===== src/rtl/cache_control_i_pkg.sv =====
// Shared types and constants for the I-cache controller.
//   state_t      : controller FSM states
//   WR_*         : encodings of the datapath "writing" select
//   CNT_W_DEFAULT: default width of the performance counters
package cache_ctrl_i_pkg;

  typedef enum logic [1:0] {
    IDLE      = 2'd0,
    WRITEBACK = 2'd1,
    FILL      = 2'd2
  } state_t;

  localparam logic [1:0] WR_FILL = 2'b00;  // line data comes from pmem
  localparam logic [1:0] WR_CPU  = 2'b01;  // merge CPU write data
  localparam logic [1:0] WR_HOLD = 2'b10;  // data array untouched

  localparam int CNT_W_DEFAULT = 32;

endpackage


===== src/rtl/cache_control_i_sat_counter.sv =====
// Saturating up-counter with synchronous clear.
//   clk, rst_n : clock and asynchronous active-low reset
//   clr        : synchronous clear, wins over inc
//   inc        : increment request; ignored once count is all-ones
//   count      : current value
module sat_counter #(
  parameter int W = 32
) (
  input  logic         clk,
  input  logic         rst_n,
  input  logic         clr,
  input  logic         inc,
  output logic [W-1:0] count
);

  always_ff @(posedge clk or negedge rst_n) begin
    if (!rst_n) begin
      count <= '0;
    end else if (clr) begin
      count <= '0;
    end else if (inc && (count != '1)) begin
      count <= count + W'(1);
    end
  end

endmodule


===== src/rtl/cache_control_i.sv =====
// Controller for the direct-mapped I-cache datapath (64 sets, 256-bit lines).
// Resolves CPU requests against the datapath hit flag, performs dirty
// writeback and line fill over the pmem handshake, and keeps saturating
// hit/miss/writeback counters.
//
// Ports:
//   clk, rst_n                       clock, async active-low reset
//   mem_read, mem_write, mem_resp    CPU side
//   pmem_read, pmem_write, pmem_resp physical-memory side
//   hit, dirty_out                   datapath status
//   tag_load, valid_load, dirty_load datapath array write strobes
//   dirty_in, writing                datapath dirty value / data write select
//   clr_counters                     synchronous counter clear
//   hit_count, miss_count, wb_count  performance counters
//
// Handshakes: the CPU holds mem_read/mem_write until a one-cycle mem_resp
// completes the request; the controller holds pmem_read/pmem_write until a
// one-cycle pmem_resp completes the line transfer. mem_read wins when both
// CPU requests are raised together.
module cache_control_i
  import cache_ctrl_i_pkg::*;
#(
  parameter int CNT_W = CNT_W_DEFAULT
) (
  input  logic             clk,
  input  logic             rst_n,
  input  logic             mem_read,
  input  logic             mem_write,
  output logic             mem_resp,
  output logic             pmem_read,
  output logic             pmem_write,
  input  logic             pmem_resp,
  input  logic             hit,
  input  logic             dirty_out,
  output logic             tag_load,
  output logic             valid_load,
  output logic             dirty_load,
  output logic             dirty_in,
  output logic [1:0]       writing,
  input  logic             clr_counters,
  output logic [CNT_W-1:0] hit_count,
  output logic [CNT_W-1:0] miss_count,
  output logic [CNT_W-1:0] wb_count
);

  // Observable FSM state for checkers.
  state_t state;
  state_t state_next;

  // Set when a fill completes; the following IDLE lookup is the re-lookup
  // of the missed request and must not be counted as a hit.
  logic refill;

  logic req;
  logic is_write;
  logic hit_inc;
  logic miss_inc;
  logic wb_inc;

  assign req      = mem_read | mem_write;
  assign is_write = mem_write & ~mem_read;

  // State register
  always_ff @(posedge clk or negedge rst_n) begin
    if (!rst_n) begin
      state <= IDLE;
    end else begin
      state <= state_next;
    end
  end

  // Refill flag: set on fill completion, cleared on any IDLE cycle (either
  // the re-lookup response or a cycle where the request was dropped).
  always_ff @(posedge clk or negedge rst_n) begin
    if (!rst_n) begin
      refill <= 1'b0;
    end else if ((state == FILL) && pmem_resp) begin
      refill <= 1'b1;
    end else if (state == IDLE) begin
      refill <= 1'b0;
    end
  end

  // Next-state logic
  always_comb begin
    state_next = state;
    unique case (state)
      IDLE: begin
        if (req && !hit) begin
          state_next = dirty_out ? WRITEBACK : FILL;
        end
      end
      WRITEBACK: begin
        if (pmem_resp) state_next = FILL;
      end
      FILL: begin
        if (pmem_resp) state_next = IDLE;
      end
      default: state_next = IDLE;
    endcase
  end

  // Output logic
  always_comb begin
    mem_resp   = 1'b0;
    pmem_read  = 1'b0;
    pmem_write = 1'b0;
    tag_load   = 1'b0;
    valid_load = 1'b0;
    dirty_load = 1'b0;
    dirty_in   = 1'b0;
    writing    = WR_HOLD;
    hit_inc    = 1'b0;
    miss_inc   = 1'b0;
    wb_inc     = 1'b0;
    unique case (state)
      IDLE: begin
        if (req && hit) begin
          mem_resp = 1'b1;
          hit_inc  = ~refill;
          if (is_write) begin
            writing    = WR_CPU;
            dirty_load = 1'b1;
            dirty_in   = 1'b1;
          end
        end else if (req) begin
          miss_inc = 1'b1;
        end
      end
      WRITEBACK: begin
        pmem_write = 1'b1;
        if (pmem_resp) begin
          // Clearing dirty also steers the datapath pmem address from the
          // victim tag to the CPU address for the fill that follows.
          dirty_load = 1'b1;
          dirty_in   = 1'b0;
          wb_inc     = 1'b1;
        end
      end
      FILL: begin
        pmem_read = 1'b1;
        if (pmem_resp) begin
          writing    = WR_FILL;
          tag_load   = 1'b1;
          valid_load = 1'b1;
          dirty_load = 1'b1;
          dirty_in   = 1'b0;
        end
      end
      default: ;
    endcase
  end

  sat_counter #(.W(CNT_W)) u_hit_cnt (
    .clk   (clk),
    .rst_n (rst_n),
    .clr   (clr_counters),
    .inc   (hit_inc),
    .count (hit_count)
  );

  sat_counter #(.W(CNT_W)) u_miss_cnt (
    .clk   (clk),
    .rst_n (rst_n),
    .clr   (clr_counters),
    .inc   (miss_inc),
    .count (miss_count)
  );

  sat_counter #(.W(CNT_W)) u_wb_cnt (
    .clk   (clk),
    .rst_n (rst_n),
    .clr   (clr_counters),
    .inc   (wb_inc),
    .count (wb_count)
  );

endmodule


===== config.mk =====
export PLATFORM = sky130hd
export DESIGN_NAME = cache_control_i
export DESIGN_NICKNAME = d
export VERILOG_FILES = /design/src/rtl/cache_control_i_pkg.sv /design/src/rtl/cache_control_i_sat_counter.sv /design/src/rtl/cache_control_i.sv
export SDC_FILE = /design/constraint.sdc
export NUM_CORES = 1
export LEC_CHECK = 0
export CAP_MARGIN = 20
export CORE_UTILIZATION = 45
export DETAILED_ROUTE_END_ITERATION = 8
export PLACE_DENSITY = 0.77
export SETUP_SLACK_MARGIN = 0.5
export SLEW_MARGIN = 20
export SYNTH_ARGS = -nofsm -noshare
export SYNTH_HDL_FRONTEND = slang
export SYNTH_SLANG_ARGS = --single-unit

===== constraint.sdc =====
create_clock -name clk -period 3.2 [get_ports clk]
set_clock_uncertainty 0.05 [all_clocks]
set_input_delay 0.64 -clock clk [delete_from_list [all_inputs] [get_ports clk]]
set_output_delay 0.64 -clock clk [all_outputs]
set_load 0.05 [all_outputs]

Word level (Yosys, flattened, before mapping) --
Cells that the tools add are included.
Storage, ports and cells: flip-flop bits (word level) 99, latch bits 0, RAM bits 0, memory bits (read-only) 0, memories 0
Cells by class: $add $sub $neg 3, multipliers 0, div/mod/pow operators 0, order comparisons 0, eq/ne operators 8, shift operators 0, mux-type cells 33, bitwise operators 4, reduce and logical (&&, ||, !) cells 14
Operator list (count):
- two-way mux 32 bit | 6
- adder 32 x 1 -> 32 bit, second input constant | 3
- != test 32 bit, second input constant | 3
- two-way mux 1 bit | 17
- two-way mux 2 bit | 7
- nonzero test 2 bit | 4
- logical AND 1 bit | 6
- one-hot mux 2 bit (3 select lines) | 1
- != test 2 bit, second input constant | 2
- one-hot mux 2 bit (2 select lines) | 1
- AND reduction 3 bit | 1
- == test 2 x 1 -> 1 bit, second input constant | 1
- == test 2 bit, second input constant | 1
- logical NOT 2 bit | 1
- != test 2 x 1 -> 1 bit, second input constant | 1
- NOT 1 bit | 2
- one-hot mux 1 bit (2 select lines) | 1
- OR reduction 2 bit | 1
- AND 1 bit | 1
- logical NOT 1 bit | 1
- OR 1 bit | 1

Depth between registers and ports, before layout --
depth after elaboration 7, mapped depth 10, gate-level depth less buffers 7

Modules after synthesis --
From an unflattened synthesis, not the netlist that was laid out.
Unflattened totals: cell total of the unflattened synthesis 632, area total of the unflattened synthesis 5868.1 µm²
Modules (own cells, without submodules):
- sat_counter | instances 3, cells each 198, area an instance 1854.3 µm², sequential area each 800.8 µm²
- cache_control_i | instances 1, cells each 38, area an instance 305.3 µm², sequential area each 75.1 µm²

Worst setup path after synthesis --
Ideal clock, no wire load.
kind flip-flop to output port, from reg state[0], to out dirty_load, data arrival time 2.165 ns, data required time 2.510 ns, slack 0.345 ns, cell stages (with the launch flop) 7, buffers on the path 1, cell sequence dfrtp_1 > inv_1 > ha_1 > clkbuf_1 > and4b_1 > a21oi_1 > nor2_1
On the way: word-level cells in the longest chain between the ends 3, elaborated cells between the ends (all ways) 5, those cells by class 2 x eq/ne; 1 x mux; 2 x reduce/logical
RTL lines:
- start, declared | line cache_control_i.sv:47 | state_t state;
- start signal, assigned | line cache_control_i.sv:68 | state <= state_next;
- == test 2 bit / == test 2 x 1 -> 1 bit (equally long branches) | line cache_control_i.sv:116 | unique case (state)
- OR reduction 2 bit (no line)
- one-hot mux 1 bit (2 select lines) (*) | line cache_control_i.sv:116
- end, declared | line cache_control_i.sv:37 | output logic dirty_load,
Every way passes the cells marked *; elsewhere a longest branch is shown, timed or not.

Worst setup path in the final report --
from reg u_wb_cnt.count[0], to reg u_wb_cnt.count[6]
On the way: word-level cells in the longest chain between the ends 3, elaborated cells between the ends (all ways) 6, those cells by class 1 x add/sub; 1 x eq/ne; 2 x mux; 2 x reduce/logical
RTL lines:
- start, declared | line cache_control_i_sat_counter.sv:13 | output logic [W-1:0] count
- start signal, assigned | line cache_control_i_sat_counter.sv:22 | count <= count + W'(1);
- adder 32 x 1 -> 32 bit / != test 32 bit (equally long branches) | line cache_control_i_sat_counter.sv:22, cache_control_i_sat_counter.sv:21
- two-way mux 32 bit / logical AND 1 bit (equally long branches) | line cache_control_i_sat_counter.sv:21 | end else if (inc && (count != '1)) begin
- two-way mux 32 bit / nonzero test 2 bit (equally long branches)
Parallel ways exist; a longest one is shown, timed or not. The select of a mux whose other input is x is not followed. A chain may end at the register's enable or synchronous reset.

==> flow_summary.yaml <==
power:
  pwr_density_cell_mw_per_mm2: 426
  total_power_uw: 3080
  swShare: 0.323
  pwr-share-seq: 0.430
  p_leak_uw: 0.00268
  comb_power_share: 0.243
  clockPowerShare: 0.327
  intPower_uw: 2090
  max-vdd-ir-drop_uv: 240
  p_sw_uw: 993
worst_hold_path:
  hp-class: "input port to async pin"
global_routing:
  grt_pass1_wl_mm: 25.0
  antenna_found_initial: 0
  grt_max_degree: 81
  gr-usage-all-layers: 0.240
  grt_pass1_vias: 5206
  grt_overflow_total: 0
synth:
  syn-cell-area_mm2: 0.00558
  ys.flop_type: "dfrtp_1"
  synthSimpleGateAreaFrac: 0.285
  synth-compound-area-share: 0.178
  synth_top_family_by_area: "simple AND/OR/NAND/NOR gates"
  synth_top_area_share: 0.444
  synth_adder_area_share: 0.0157
  async_reset_ff_frac: 1.00
  syn-num-nets: 631
  synth_commonest_cells: "dfrtp_1 (99), a21oi_1 (75), or3_1 (49), nor2_1 (44), nand2_1 (38)"
  synthMuxAreaShare: 0.0269
  yosysTopAreaCell: "dfrtp_1"
  synth_edf_count: 0
  synth.top_cells.by_area: "dfrtp_1 (44%), a21oi_1 (6.7%), or3_1 (5.5%), or4_1 (3.6%), o31ai_1 (3.5%)"
  yosysWarnings: 0
  synth-seq-cells: 99
  syn-instance-count: 616
  ys_seq_area_frac: 0.444
  synth-xor-area-share: 0.0141
  yosysMostFrequentCell: "dfrtp_1"
  synth_cell_type_count: 48
  postSynthAreaPerCell_um2: 9.05
die:
  core-area_mm2: 0.0121
  die_h_um: 113
  core.rowCount: 40
  io_pins: 113
  die_area_mm2: 0.0128
  fp.dieW_um: 113
  initial_core_util: 0.462
timing:
  max_freq_ghz: 0.387
  setup-violations-final: 0
  relSlewSlack: 0.421
  period_minus_slack_ps: 2580
  finalSetupTns_ps: 0
  slew_violations: 0
  fin_ws_ps: 616
  worst_pin_slew_ps: 869
  period_share: 0.807
  hold_viol_final: 0
  grt_setup_unrepaired: "true"
setup_path:
  crit_path_end_kind: "flip-flop"
  cp.arrival_ps: 2720
  cp_max_fo: 13
  crit-reg2reg-capture: "u_wb_cnt.count[6]"
  critPathLaunchType: "flip-flop"
  reg2reg_depth: 8
  ff2ff_setup_slack_ps: 620
  endpoint: "u_wb_cnt.count[6]"
  r2r-start: "u_wb_cnt.count[0]"
  critPathKind: "flip-flop to flip-flop"
  crit_start: "u_wb_cnt.count[0]"
  required_ps: 3330
clock_network:
  cts_buffers: 9
  cts_tree: "built"
  cts.htree.levels: 3
  cts.sinks: 99
  clkTransAtPathRegs_ps: 70
  cts-root-buf: "clkbuf_16"
  ctsHoldBuffers: 0
  clk_latency_ps: 340
  clock_path_buffers: 2
routing:
  vias: 5494
  wire_per_inst_um: 16.6
  dr_wl_met2_mm: 7.44
  ant_nets: 0
  wl_met1_mm: 6.50
  via_per_inst: 6.10
  dr_wl_met3_um: 705
  first_iter_violations: 424
  firstDrtPassIters: 5
  drc: 0
  maxUsedRoutingLayer: "met4"
  totalWireLength_mm: 15.0
final_layout:
  drive_gt1_frac: 0.0943
  nets: 742
  final_cells: 900
  multi_input_area_mm2: 0.00293
  ff_latch_area_mm2: 0.00248
  diodes: 0
  utilization: 0.599
  layout-area-overhead-vs-synth_pct: 29.5
  fillers: 1050
place:
  dp_hpwl_mm: 10.2
  io_buffers: 112
  gp_congestion: 0.852
  place_inst: 876
  pre_cts_ws_ps: 345
flow_run:
  cap_violations: 0
run_status:
  status: "finished, final reports clean"
state kept, by name, indices dropped and copies added (netlist names):
| register | count |
|---|---|
| refill | 1 |
| u_hit_cnt.count | 32 |
| u_wb_cnt.count | 32 |
| state | 2 |
| u_miss_cnt.count | 32 |
routing by layer:
| layer | up-vias | GRT usage |
|---|---|---|
| met5 | - | 0 |
| met4 | 0 | 0.114 |
| met3 | 26 | 0.0321 |
| met2 | 187 | 0.395 |
| met1 | 2733 | 0.313 |
| li1 | 2548 | - |
how the worst min path moves through the flow:
stage | start | end | slack [ps] | depth (start not counted)
finish | rst_n | u_hit_cnt.count[17] | 100 | 1
global placement | rst_n | u_hit_cnt.count[17] | 460 | 1
CTS | rst_n | u_hit_cnt.count[17] | 100 | 1
global route | rst_n | u_hit_cnt.count[24] | 110 | 1
floorplan | rst_n | refill | 290 | 0
detailed placement | rst_n | u_hit_cnt.count[17] | 470 | 1
power by group through the flow:
stage,sequential [uW],clock (uW),combinational (uW)
2_1_floorplan,1370,0,427
5_1_grt,1330,1070,800
3_5_place_dp,1350,0,718
6_report,1320,1010,748
4_1_cts,1320,1020,732
3_3_place_gp,1340,0,700
cell type report:
type	instances	area share
Sequential cell	99	0.344
Timing Repair Buffer	129	0.177
Multi-Input combinational cell	474	0.406
Clock inverter	3	0.00208
Clock buffer	13	0.0347
Tap cell	168	0.0291
Inverter	14	0.00728
logic make-up after synthesis:
family | after synthesis
AO/OA/AOI/OAI | 167
XOR/XNOR | 9
adder cells (fa/ha/maj) | 7
buffers and inverters | 43
flip-flops | 99
multiplexers | 13
AND/OR/NAND/NOR | 278
cell usage in the layout, fill, tap and decap left out, types with 4 or more instances in the layout:
master           instances
a21oi_1                 75
and3_1                   9
and4_1                   7
buf_12                   4
buf_4                   22
clkbuf_16                9
clkdlybuf4s50_1        101
dfrtp_1                 95
dfrtp_2                  4
ha_1                     6
inv_1                   14
mux2_2                   6
nand2_1                 38
nand3_1                 31
nand4_1                 26
nor2_1                  43
nor2b_1                 13
nor4_1                  10
o211ai_1                 4
o21ai_0                 33
o21ai_1                 15
o31ai_1                 26
or3_1                   49
or4_1                   27
xor2_1                   8
critical path: stages, from the launching register on:
cell and delay [ps]:
dfrtp_2 400, ha_1 210, nand3_1 240, or4_1 700, o31ai_4 270, buf_4 190, buf_4 180, or4_1 120
a21oi_1 60
stage by stage:
| stage | area, um2 | hold slack, ps |
|---|---|---|
| after floorplan | 5590 | 294 |
| after global placement | 6870 | 465 |
| after detailed placement | 6870 | 469 |
| after CTS | 7170 | 102 |
| after global routing | 7220 | 115 |
| final | 7220 | 98.5 |
what timing repair did:
| item | CTS | global route |
|---|---|---|
| pin swaps | 2 | 3 |
| buffers inserted | 4 | 4 |
| setup endpoints to repair | 11 | 31 |
| resized for setup | 2 | 5 |
(Power assumes the default switching activity.)
